File: config.mk
export PLATFORM = sky130hd
export DESIGN_NAME = fma_operand_sequencer_flat
export DESIGN_NICKNAME = d
export VERILOG_FILES = /design/src/rtl/fma_operand_sequencer_if.sv /design/src/rtl/fma_operand_sequencer.sv /design/src/flat_wrapper.sv
export SDC_FILE = /design/constraint.sdc
export NUM_CORES = 1
export LEC_CHECK = 0
export BUFFER_PORTS_ARGS = -buffer_cell sky130_fd_sc_hd__buf_2
export CAP_MARGIN = 5
export CORE_MARGIN = 2
export CORE_UTILIZATION = 63
export DETAILED_ROUTE_END_ITERATION = 7
export GPL_TIMING_DRIVEN = 1
export HOLD_SLACK_MARGIN = 0.12
export PLACE_DENSITY = 0.84
export REMOVE_ABC_BUFFERS = 1
export SYNTH_ARGS = -nofsm -noshare
export SYNTH_HDL_FRONTEND = slang
export SYNTH_SLANG_ARGS = --single-unit
File: constraint.sdc
create_clock -name clk -period 6.9 [get_ports clk]
set_clock_uncertainty 0.15 [all_clocks]
set_input_delay 0.69 -clock clk [delete_from_list [all_inputs] [get_ports clk]]
set_output_delay 0.69 -clock clk [all_outputs]
set_load 0.005 [all_outputs]
File: src/rtl/fma_operand_sequencer_if.sv
// Bundle of every handshake and data signal between the operand sequencer,
// its producer, the serial FMA unit and the result consumer.
//
// Handshake rules (both in_* and out_*): the source raises valid and holds
// valid plus its data stable until the cycle in which ready is also high;
// the transfer happens on the rising clock edge that closes that cycle.
// ready may depend on state only, never on valid.
interface fma_operand_sequencer_if;
    logic        in_valid;
    logic        in_ready;
    logic [31:0] in_a;
    logic [31:0] in_b;
    logic [31:0] in_c;
    logic        fma_start;
    logic [31:0] fma_float_in;
    logic [31:0] fma_float_out;
    logic        fma_ready;
    logic        fma_error;
    logic        out_valid;
    logic        out_ready;
    logic [31:0] out_result;
    logic        out_error;

    // Sequencer side
    modport slave (
        input  in_valid, in_a, in_b, in_c,
        input  fma_float_out, fma_ready, fma_error,
        input  out_ready,
        output in_ready, fma_start, fma_float_in,
        output out_valid, out_result, out_error
    );

    // Environment side: producer, FMA unit and consumer
    modport master (
        output in_valid, in_a, in_b, in_c,
        output fma_float_out, fma_ready, fma_error,
        output out_ready,
        input  in_ready, fma_start, fma_float_in,
        input  out_valid, out_result, out_error
    );
endinterface

File: src/rtl/fma_operand_sequencer.sv
// Operand sequencer for a serial single-precision FMA unit (y = a*b + c).
// Triples are queued in a small FIFO, then streamed one word per cycle
// (a with a start pulse, then b, then c) onto the FMA operand bus. The
// sequencer waits a bounded number of cycles for the FMA result, converts
// FMA errors and timeouts into an all-ones result with the error flag set,
// and holds the result until the consumer takes it. Only one triple is in
// flight at a time, so results leave in the order triples arrived.
module fma_operand_sequencer #(
    parameter int FIFO_DEPTH = 4,   // power of two, at least 2
    parameter int TIMEOUT    = 16   // WAIT cycles before a missing result is an error
) (
    input  logic                    clk,
    input  logic                    rst,
    fma_operand_sequencer_if.slave  bus,
    output logic [2:0]              dbg_state_o
);

    localparam int AW = $clog2(FIFO_DEPTH);
    localparam int CW = AW + 1;
    localparam int TW = $clog2(TIMEOUT) + 1;

    localparam logic [CW-1:0] DEPTH_C   = CW'(FIFO_DEPTH);
    localparam logic [TW-1:0] LAST_WAIT = TW'(TIMEOUT - 1);
    localparam logic [31:0]   ERR_WORD  = 32'hFFFF_FFFF;

    typedef enum logic [2:0] {
        S_IDLE   = 3'd0,
        S_SEND_A = 3'd1,
        S_SEND_B = 3'd2,
        S_SEND_C = 3'd3,
        S_WAIT   = 3'd4,
        S_RESULT = 3'd5
    } state_e;

    state_e        state_q, state_d;

    logic [95:0]   mem_q [FIFO_DEPTH];
    logic [AW-1:0] wr_ptr_q, wr_ptr_d;
    logic [AW-1:0] rd_ptr_q, rd_ptr_d;
    logic [CW-1:0] count_q, count_d;

    logic [95:0]   op_q, op_d;          // {a, b, c} of the triple in flight
    logic [TW-1:0] wait_cnt_q, wait_cnt_d;
    logic [31:0]   result_q, result_d;
    logic          error_q, error_d;

    logic          fifo_full;
    logic          fifo_empty;
    logic          push;
    logic          pop;

    // FIFO status. in_ready is forced low during reset so no triple can be
    // offered as accepted while the queue is being cleared.
    assign fifo_full    = (count_q == DEPTH_C);
    assign fifo_empty   = (count_q == '0);
    assign bus.in_ready = !fifo_full && !rst;
    assign push         = bus.in_valid && bus.in_ready;
    assign pop          = (state_q == S_IDLE) && !fifo_empty && !bus.out_valid;

    // Triple storage; contents are meaningless outside the count, so no reset
    always_ff @(posedge clk) begin
        if (push) begin
            mem_q[wr_ptr_q] <= {bus.in_a, bus.in_b, bus.in_c};
        end
    end

    // FIFO pointer and occupancy next-state; pointers wrap naturally
    always_comb begin
        wr_ptr_d = wr_ptr_q;
        rd_ptr_d = rd_ptr_q;
        count_d  = count_q;
        if (push) begin
            wr_ptr_d = wr_ptr_q + AW'(1);
        end
        if (pop) begin
            rd_ptr_d = rd_ptr_q + AW'(1);
        end
        case ({push, pop})
            2'b10:   count_d = count_q + CW'(1);
            2'b01:   count_d = count_q - CW'(1);
            default: count_d = count_q;
        endcase
    end

    // FSM state register
    always_ff @(posedge clk or posedge rst) begin
        if (rst) begin
            state_q <= S_IDLE;
        end else begin
            state_q <= state_d;
        end
    end

    // FSM next-state: FMA responses are only looked at while they can matter
    always_comb begin
        state_d = state_q;
        case (state_q)
            S_IDLE: begin
                if (!fifo_empty && !bus.out_valid) begin
                    state_d = S_SEND_A;
                end
            end
            S_SEND_A: state_d = S_SEND_B;
            S_SEND_B: state_d = bus.fma_error ? S_RESULT : S_SEND_C;
            S_SEND_C: state_d = bus.fma_error ? S_RESULT : S_WAIT;
            S_WAIT: begin
                if (bus.fma_ready || bus.fma_error || (wait_cnt_q == LAST_WAIT)) begin
                    state_d = S_RESULT;
                end
            end
            S_RESULT: begin
                if (bus.out_ready) begin
                    state_d = S_IDLE;
                end
            end
            default: state_d = S_IDLE;
        endcase
    end

    // FSM outputs: operand bus is driven only in the three send states
    always_comb begin
        bus.fma_start    = 1'b0;
        bus.fma_float_in = 32'h0;
        bus.out_valid    = 1'b0;
        case (state_q)
            S_SEND_A: begin
                bus.fma_start    = 1'b1;
                bus.fma_float_in = op_q[95:64];
            end
            S_SEND_B: bus.fma_float_in = op_q[63:32];
            S_SEND_C: bus.fma_float_in = op_q[31:0];
            S_RESULT: bus.out_valid    = 1'b1;
            default: ;
        endcase
    end

    assign bus.out_result = result_q;
    assign bus.out_error  = error_q;
    assign dbg_state_o    = state_q;

    // Datapath next-state: operand capture, WAIT counter, result capture.
    // A valid FMA result wins over a simultaneous error or timeout.
    always_comb begin
        op_d       = op_q;
        wait_cnt_d = '0;
        result_d   = result_q;
        error_d    = error_q;
        if (pop) begin
            op_d = mem_q[rd_ptr_q];
        end
        case (state_q)
            S_SEND_B, S_SEND_C: begin
                if (bus.fma_error) begin
                    result_d = ERR_WORD;
                    error_d  = 1'b1;
                end
            end
            S_WAIT: begin
                wait_cnt_d = wait_cnt_q + TW'(1);
                if (bus.fma_ready) begin
                    result_d = bus.fma_float_out;
                    error_d  = 1'b0;
                end else if (bus.fma_error || (wait_cnt_q == LAST_WAIT)) begin
                    result_d = ERR_WORD;
                    error_d  = 1'b1;
                end
            end
            default: ;
        endcase
    end

    // Datapath registers; reset discards queued and in-flight work
    always_ff @(posedge clk or posedge rst) begin
        if (rst) begin
            wr_ptr_q   <= '0;
            rd_ptr_q   <= '0;
            count_q    <= '0;
            op_q       <= '0;
            wait_cnt_q <= '0;
            result_q   <= '0;
            error_q    <= 1'b0;
        end else begin
            wr_ptr_q   <= wr_ptr_d;
            rd_ptr_q   <= rd_ptr_d;
            count_q    <= count_d;
            op_q       <= op_d;
            wait_cnt_q <= wait_cnt_d;
            result_q   <= result_d;
            error_q    <= error_d;
        end
    end

endmodule

File: src/flat_wrapper.sv
// flat-port wrapper written by rule: the top's interface ports become plain ports
module fma_operand_sequencer_flat 
#(
    parameter int FIFO_DEPTH = 4,                              
    parameter int TIMEOUT    = 16                                                     
)
  (clk, rst, dbg_state_o, bus_in_valid, bus_in_a, bus_in_b, bus_in_c, bus_fma_float_out, bus_fma_ready, bus_fma_error, bus_out_ready, bus_in_ready, bus_fma_start, bus_fma_float_in, bus_out_valid, bus_out_result, bus_out_error);
  fma_operand_sequencer_if bus_i ();
  input  logic clk;
  input  logic rst;
  output logic [2:0] dbg_state_o;
  input wire logic [$bits(bus_i.in_valid)-1:0] bus_in_valid;
  input wire logic [$bits(bus_i.in_a)-1:0] bus_in_a;
  input wire logic [$bits(bus_i.in_b)-1:0] bus_in_b;
  input wire logic [$bits(bus_i.in_c)-1:0] bus_in_c;
  input wire logic [$bits(bus_i.fma_float_out)-1:0] bus_fma_float_out;
  input wire logic [$bits(bus_i.fma_ready)-1:0] bus_fma_ready;
  input wire logic [$bits(bus_i.fma_error)-1:0] bus_fma_error;
  input wire logic [$bits(bus_i.out_ready)-1:0] bus_out_ready;
  output wire logic [$bits(bus_i.in_ready)-1:0] bus_in_ready;
  output wire logic [$bits(bus_i.fma_start)-1:0] bus_fma_start;
  output wire logic [$bits(bus_i.fma_float_in)-1:0] bus_fma_float_in;
  output wire logic [$bits(bus_i.out_valid)-1:0] bus_out_valid;
  output wire logic [$bits(bus_i.out_result)-1:0] bus_out_result;
  output wire logic [$bits(bus_i.out_error)-1:0] bus_out_error;
  assign bus_i.in_valid = bus_in_valid;
  assign bus_i.in_a = bus_in_a;
  assign bus_i.in_b = bus_in_b;
  assign bus_i.in_c = bus_in_c;
  assign bus_i.fma_float_out = bus_fma_float_out;
  assign bus_i.fma_ready = bus_fma_ready;
  assign bus_i.fma_error = bus_fma_error;
  assign bus_i.out_ready = bus_out_ready;
  assign bus_in_ready = bus_i.in_ready;
  assign bus_fma_start = bus_i.fma_start;
  assign bus_fma_float_in = bus_i.fma_float_in;
  assign bus_out_valid = bus_i.out_valid;
  assign bus_out_result = bus_i.out_result;
  assign bus_out_error = bus_i.out_error;
  fma_operand_sequencer #(.FIFO_DEPTH(FIFO_DEPTH), .TIMEOUT(TIMEOUT)) u_core (.clk(clk), .rst(rst), .bus(bus_i), .dbg_state_o(dbg_state_o));
endmodule
==> results of run 1 <==
-- cells by family (layout without fill, tap and decap cells) --
group | after synthesis | in the layout | synth area share
simple gates | 64 | 64 | 0.0147
compound gates | 72 | 72 | 0.0288
fa+ha+maj | 8 | 8 | 0.00533
buf+inv | 67 | 320 | 0.0158
flops | 528 | 528 | 0.749
mux | 226 | 226 | 0.183
xor+xnor | 8 | 8 | 0.00347
other cells | 0 | 8 | 0
-- Yosys cell counts, types with 2 or more instances --
cell      count  area share
a21oi_1       2     0.00050
a22oi_1      32       0.012
and2_1        4      0.0012
and3_1        2     0.00062
buf_1         2     0.00037
buf_2        24      0.0059
buf_4         2     0.00074
buf_6         4      0.0022
clkbuf_1     25      0.0046
dfrtp_1     144        0.18
edfxtp_1    384        0.57
ha_1          7      0.0043
inv_1        10      0.0019
mux2_2      111       0.062
mux2_4       18       0.013
mux4_2       96        0.11
nand2_1       4     0.00074
nand3_1       2     0.00050
nor2_1       41      0.0076
nor2b_1       4      0.0012
o22a_1       32       0.014
xnor2_1       4      0.0017
xor2_1        4      0.0017
-- cell type report --
type	instances	area, um2
diodes	8	20.0
clock buffers	75	1420
clock inverters	19	235
fillers	1811	8310
inverters	10	42.5
multi-input cells	378	4770
flip-flops and latches	528	15100
well taps	402	503
repair buffers	216	1110
-- sequential cells by signal, summed over array words and instances (netlist names) --
name / count
u_core.bus.out_result: 32
u_core.mem_q: 384
u_core.dbg_state_o: 3
u_core.count_q: 3
u_core.rd_ptr_q: 2
u_core.bus.out_error: 1
u_core.wait_cnt_q: 5
u_core.op_q: 96
u_core.wr_ptr_q: 2
-- through the flow --
step	setup WS, ns	cell area (um2)	hold slack (ns)	utilization	std cells
after floorplan	1.66	19900	0.282	-	916
after global placement	3.12	21600	0.300	0.684	1534
after detailed placement	3.06	21600	0.306	0.684	1534
after CTS	2.82	23200	0.148	0.736	1628
after global routing	2.65	23200	0.158	0.736	1633
final	2.82	23200	0.0965	0.737	1636
-- layer usage --
layer	GRT usage	up-vias	part of all wire
li1	-	4338	-
met1	0.320	5148	0.38
met2	0.435	392	0.53
met3	0.0486	85	0.065
met4	0.0813	4	0.025
met5	0	-	0.00079
-- worst paths after layout --
kind                                          to  slack (ns)  cells after the start
hold / removal             u_core.dbg_state_o[0]         0.1                      2
setup / recovery             bus_fma_float_in[6]        2.82                      5
max in group asynchronous     u_core.rd_ptr_q[0]        4.97                      3
setup reg to reg             u_core.mem_q[0][36]        3.46                      4
hold reg to reg             u_core.wait_cnt_q[0]        0.31                      1
min in group clk             u_core.mem_q[2][84]        0.18                      1
-- worst max-delay path: stages (launching register included) --
cell and delay, ns:
dfrtp_2 0.34, buf_4 0.58, nor2b_4 1.08, a22oi_1 0.30, nor2_1 0.21, buf_2 0.14
-- power by group through the flow --
stage                     Sequential [mW]  Clock, mW  Combinational (mW)
final                                4.49       2.75                2.96
after global routing                 4.56       2.91                3.20
after CTS                            4.49       2.78                2.99
after detailed placement             4.54          0                2.94
after global placement               4.49          0                2.86
after floorplan                      4.65          0                2.06
-- cell usage in the layout, fill, tap and decap left out, drive strengths merged, types with 32 or more instances in the layout --
cell type and n:
a22oi 32, buf 216, clkbuf 75, dfrtp 144, edfxtp 384, mux2 129
mux4 96, nor2 41, o22a 32
==> impl_metrics.ini, run 1 <==
[sta]
finalHoldViolations = 0
rsz0062_at_grt = false
fin_crit_ns = 4.08
report.final.slew_viol_count = 0
report.final.setup_viol = 0
max_freq_ghz = 0.245
fin_crit_sh = 0.592
setup_tns_ns = 0
max_slew_margin = 0.182
tightest_slew_ns = 1.23

[power_and_ir_drop]
internal_power_mw = 7.29
ir_drop_mv = 0.253
power_leakage_nw = 8.37
p_comb_frac = 0.290
power.total_mw = 10.2
sequentialPowerShare = 0.440
swShare = 0.285
pwr_density_cell_mw_per_mm2 = 439
pwr-share-clk = 0.270
switchingPower_mw = 2.90

[floorplanning]
design.core.area_mm2 = 0.0316
rows = 65
ioPinCount = 205
start_util = 0.640
die_area_mm2 = 0.0335
die_y_um = 183
die_x_um = 183

[synthesis]
postSynthCellCount = 973
ys_types = 38
synth_warnings = 0
ys_ff_latch = 528
netlist_area_mm2 = 0.0202
seq_area_frac_synth = 0.749
async_flop_share = 0.273
synth_edf_count = 384
syn_avg_cell_area_um2 = 20.8
ys.flop_type = edfxtp_1

[grt]
grt_use_total = 0.249
grt_overflow_total = 0
grt_pass1_wl_mm = 62.2
grt_max_degree = 75
antenna_found_initial = 11
grt_pass1_vias = 10800

[detailed_routing]
vias = 9967
first_pass_iters = 4
vias_per_cell = 6.09
wire_per_inst_um = 24.9
finalWirelength_mm = 40.7
route.detailed.drc = 0
final_antenna_net_count = 0
drtIter0Drc = 711

[clocking]
cts-root-buf = clkbuf_16
cts_buffers = 50
cts_max_level = 2
clk_path_buf_depth = 3
clk_pin_slew_ns = 0.06
tritoncts = yes
clkLatencyLatePin_ns = 0.57
cts_num_sinks = 528
cts_resized = 0
post_cts_buffers = 0
hold_buffers = 0

[min_path]
min_path_type = primary input to asynchronous set/reset pin

[setup_path]
r2r-start = u_core.count_q[0]
startpoint_type = flip-flop
arrival_ns = 3.24
startpoint = u_core.dbg_state_o[1]
worstPathRequired_ns = 6.06
critPathMaxFanout = 43
worstSetupPathType = flip-flop to output port
end_kind = output port

[placement]
gp_congestion = 0.720
port_buffers = 204
hpwl_mm = 22.0

[final_layout]
drive_gt1_frac = 0.427
synthToLayoutAreaGrowth_pct = 15.1
fin_nets = 1326

[flow_run]
maxCapViolCount = 0

[outcome]
outcome = finished, final reports clean
Power figures use the tool's default switching activity.
==> run 2: changes to the inputs <==
- ABC_AREA: not set -> 1
- CORE_UTILIZATION: 63 -> 53
- PLACE_DENSITY: 0.84 -> 0.76
- clock period: 6.9 -> 3.45 ns (I/O delays scaled with it)
==> impl_metrics.ini, run 2 <==
[outcome]
outcome = finished, final reports clean

[setup_path]
critPathMaxFanout = 16
critPathMostFrequentCell = nand2_1
crit_chain = inv_1 > nand2_1 > nor2_4 > buf_4 > nand2_1 > nand3_1 > buf_2
worstSetupPathType = flip-flop to output port
r2r-start = u_core.rd_ptr_q[1]
cpPeakStageDelay_ns = 0.53
startpoint_type = flip-flop
reg2reg_setup_slack_ns = 0.93
r2r_end = u_core.op_q[52]
worstPathRequired_ns = 2.95
crit_slowest_cell = nor2_4
arrival_ns = 2.56
end_kind = output port
rr_worst_depth = 7

[min_path]
hold_start = u_core.wait_cnt_q[0]
whs_path_depth = 1
min_path_type = flip-flop to flip-flop
hold_path_end = u_core.wait_cnt_q[0]

[sta]
hold-worst-slack_ns = 0.325
fin_crit_ns = 3.05
layout_setup_ws_ns = 0.399
report.final.setup_viol = 0
tightest_slew_ns = 1.13
max_slew_margin = 0.244
max_freq_ghz = 0.328
setup_tns_ns = 0
rsz0062_at_grt = false
fin_crit_sh = 0.884
report.final.slew_viol_count = 0
finalHoldViolations = 0

[clocking]
cts_buffers = 52
cts-root-buf = clkbuf_16
hold_buffers = 133
clk_pin_slew_ns = 0.06
cts_resized = 0
post_cts_buffers = 0
tritoncts = yes
clk_path_buf_depth = 3
clkLatencyLatePin_ns = 0.60
cts_num_sinks = 528
cts_max_level = 2

[power_and_ir_drop]
power.total_mw = 21.5
ir_drop_mv = 0.852
power_leakage_nw = 10.6
pwr_density_cell_mw_per_mm2 = 837

[synthesis]
ys_types = 24
seq_area_frac_synth = 0.725
syn_avg_cell_area_um2 = 11.0
ys.flop_type = edfxtp_1
synth_commonest_cells = nand2_1, nor2_1, edfxtp_1
ys_top_cells_by_area = edfxtp_1, dfrtp_1, nand2_1, nor2_1, o21ai_0
postSynthCellCount = 1907
synth_most_common_cell = nand2_1
synth_edf_count = 384
ys_ff_latch = 528
synth_top_area_frac = 0.552
async_flop_share = 0.273
synth_warnings = 0
synth_top_area_cell = edfxtp_1
netlist_area_mm2 = 0.0209

[detailed_routing]
wire_per_inst_um = 17.3
drtIter0Drc = 1179
vias = 14600
finalWirelength_mm = 48.4
vias_per_cell = 5.25
first_pass_iters = 5
final_antenna_net_count = 0
route.detailed.drc = 0

[final_layout]
synthToLayoutAreaGrowth_pct = 22.8
mostFrequentLayoutCells = nand2_1, nor2_1, edfxtp_1
largest_reg_flops = 384
fin_nets = 2364
fillerInstances = 2855
post-route-util = 0.662
top_register = u_core.mem_q
final_common_cell = nand2_1
drive_gt1_frac = 0.145

[floorplanning]
die_y_um = 203
rows = 72
ioPinCount = 205
die_x_um = 203
die_area_mm2 = 0.0410
start_util = 0.539
design.core.area_mm2 = 0.0387

[flow_run]
maxCapViolCount = 0

[placement]
port_buffers = 204
pre_cts_ws_ns = 0.835
gp_congestion = 0.852
hpwl_mm = 25.8

[grt]
grt_pass1_vias = 14900
grt_use_total = 0.239
grt_max_degree = 194
grt_pass1_wl_mm = 76.6
grt_overflow_total = 0
antenna_found_initial = 5
==> run 2: cells by family after synthesis <==
group	after synthesis	synth area share
compound gates	233	0.0560
xor+xnor	4	0.00168
fa+ha+maj	8	0.00515
buf+inv	158	0.0335
flops	528	0.725
simple gates	976	0.179
==> run 2: per-layer routing <==
metal / GRT usage / part of all wire
met1: 0.315 / 0.42
met2: 0.406 / 0.49
met3: 0.0398 / 0.062
met4: 0.0813 / 0.023
met5: 0 / 0.00064
==> run 2: worst max path at each step <==
| stage | cells past startpoint | slack (ns) | end | start |
|---|---|---|---|---|
| floorplan | 3 | -5.74 | u_core.mem_q[0][0] | rst |
| global placement | 4 | 0.85 | u_core.rd_ptr_q[1] | rst |
| detailed placement | 4 | 0.83 | u_core.rd_ptr_q[1] | rst |
| CTS | 7 | 0.32 | bus_fma_float_in[9] | u_core.dbg_state_o[2] |
| global route | 7 | 0.23 | bus_fma_float_in[9] | u_core.dbg_state_o[2] |
| finish | 7 | 0.40 | bus_fma_float_in[27] | u_core.dbg_state_o[2] |
==> run 2: layout make-up <==
cell class / count / area (um2) / area share
Antenna cell: 4 / 10.0 / 0.000390
Clock buffer: 71 / 1500 / 0.0583
Sequential cell: 528 / 15100 / 0.591
Clock inverter: 27 / 382 / 0.0149
Multi-Input combinational cell: 1221 / 5100 / 0.199
Tap cell: 518 / 648 / 0.0253
Inverter: 59 / 234 / 0.00913
Timing Repair Buffer: 360 / 2630 / 0.102
==> run 2: power by group <==
| group | leakage (nW) | switching (mW) | internal [mW] | total [mW] |
|---|---|---|---|---|
| combinational | 4.51 | 4.38 | 2.18 | 6.56 |
| sequential | 5.18 | 0.660 | 8.17 | 8.83 |
| clock | 0.913 | 2.36 | 3.71 | 6.07 |
| total | 10.6 | 7.40 | 14.1 | 21.5 |
==> run 2: per-stage QoR <==
step                      std cells  cell area, um2
after floorplan                1808           20400
after global placement         2553           22400
after detailed placement       2553           22400
after CTS                      2784           25600
after global routing           2787           25600
final                          2788           25600
==> run 2: critical path, delay by kind of cell, from the launching register on <==
family | cells | cell delay [ns]
buf+inv | 3 | 0.61
simple gates | 4 | 0.89
flops | 1 | 0.46
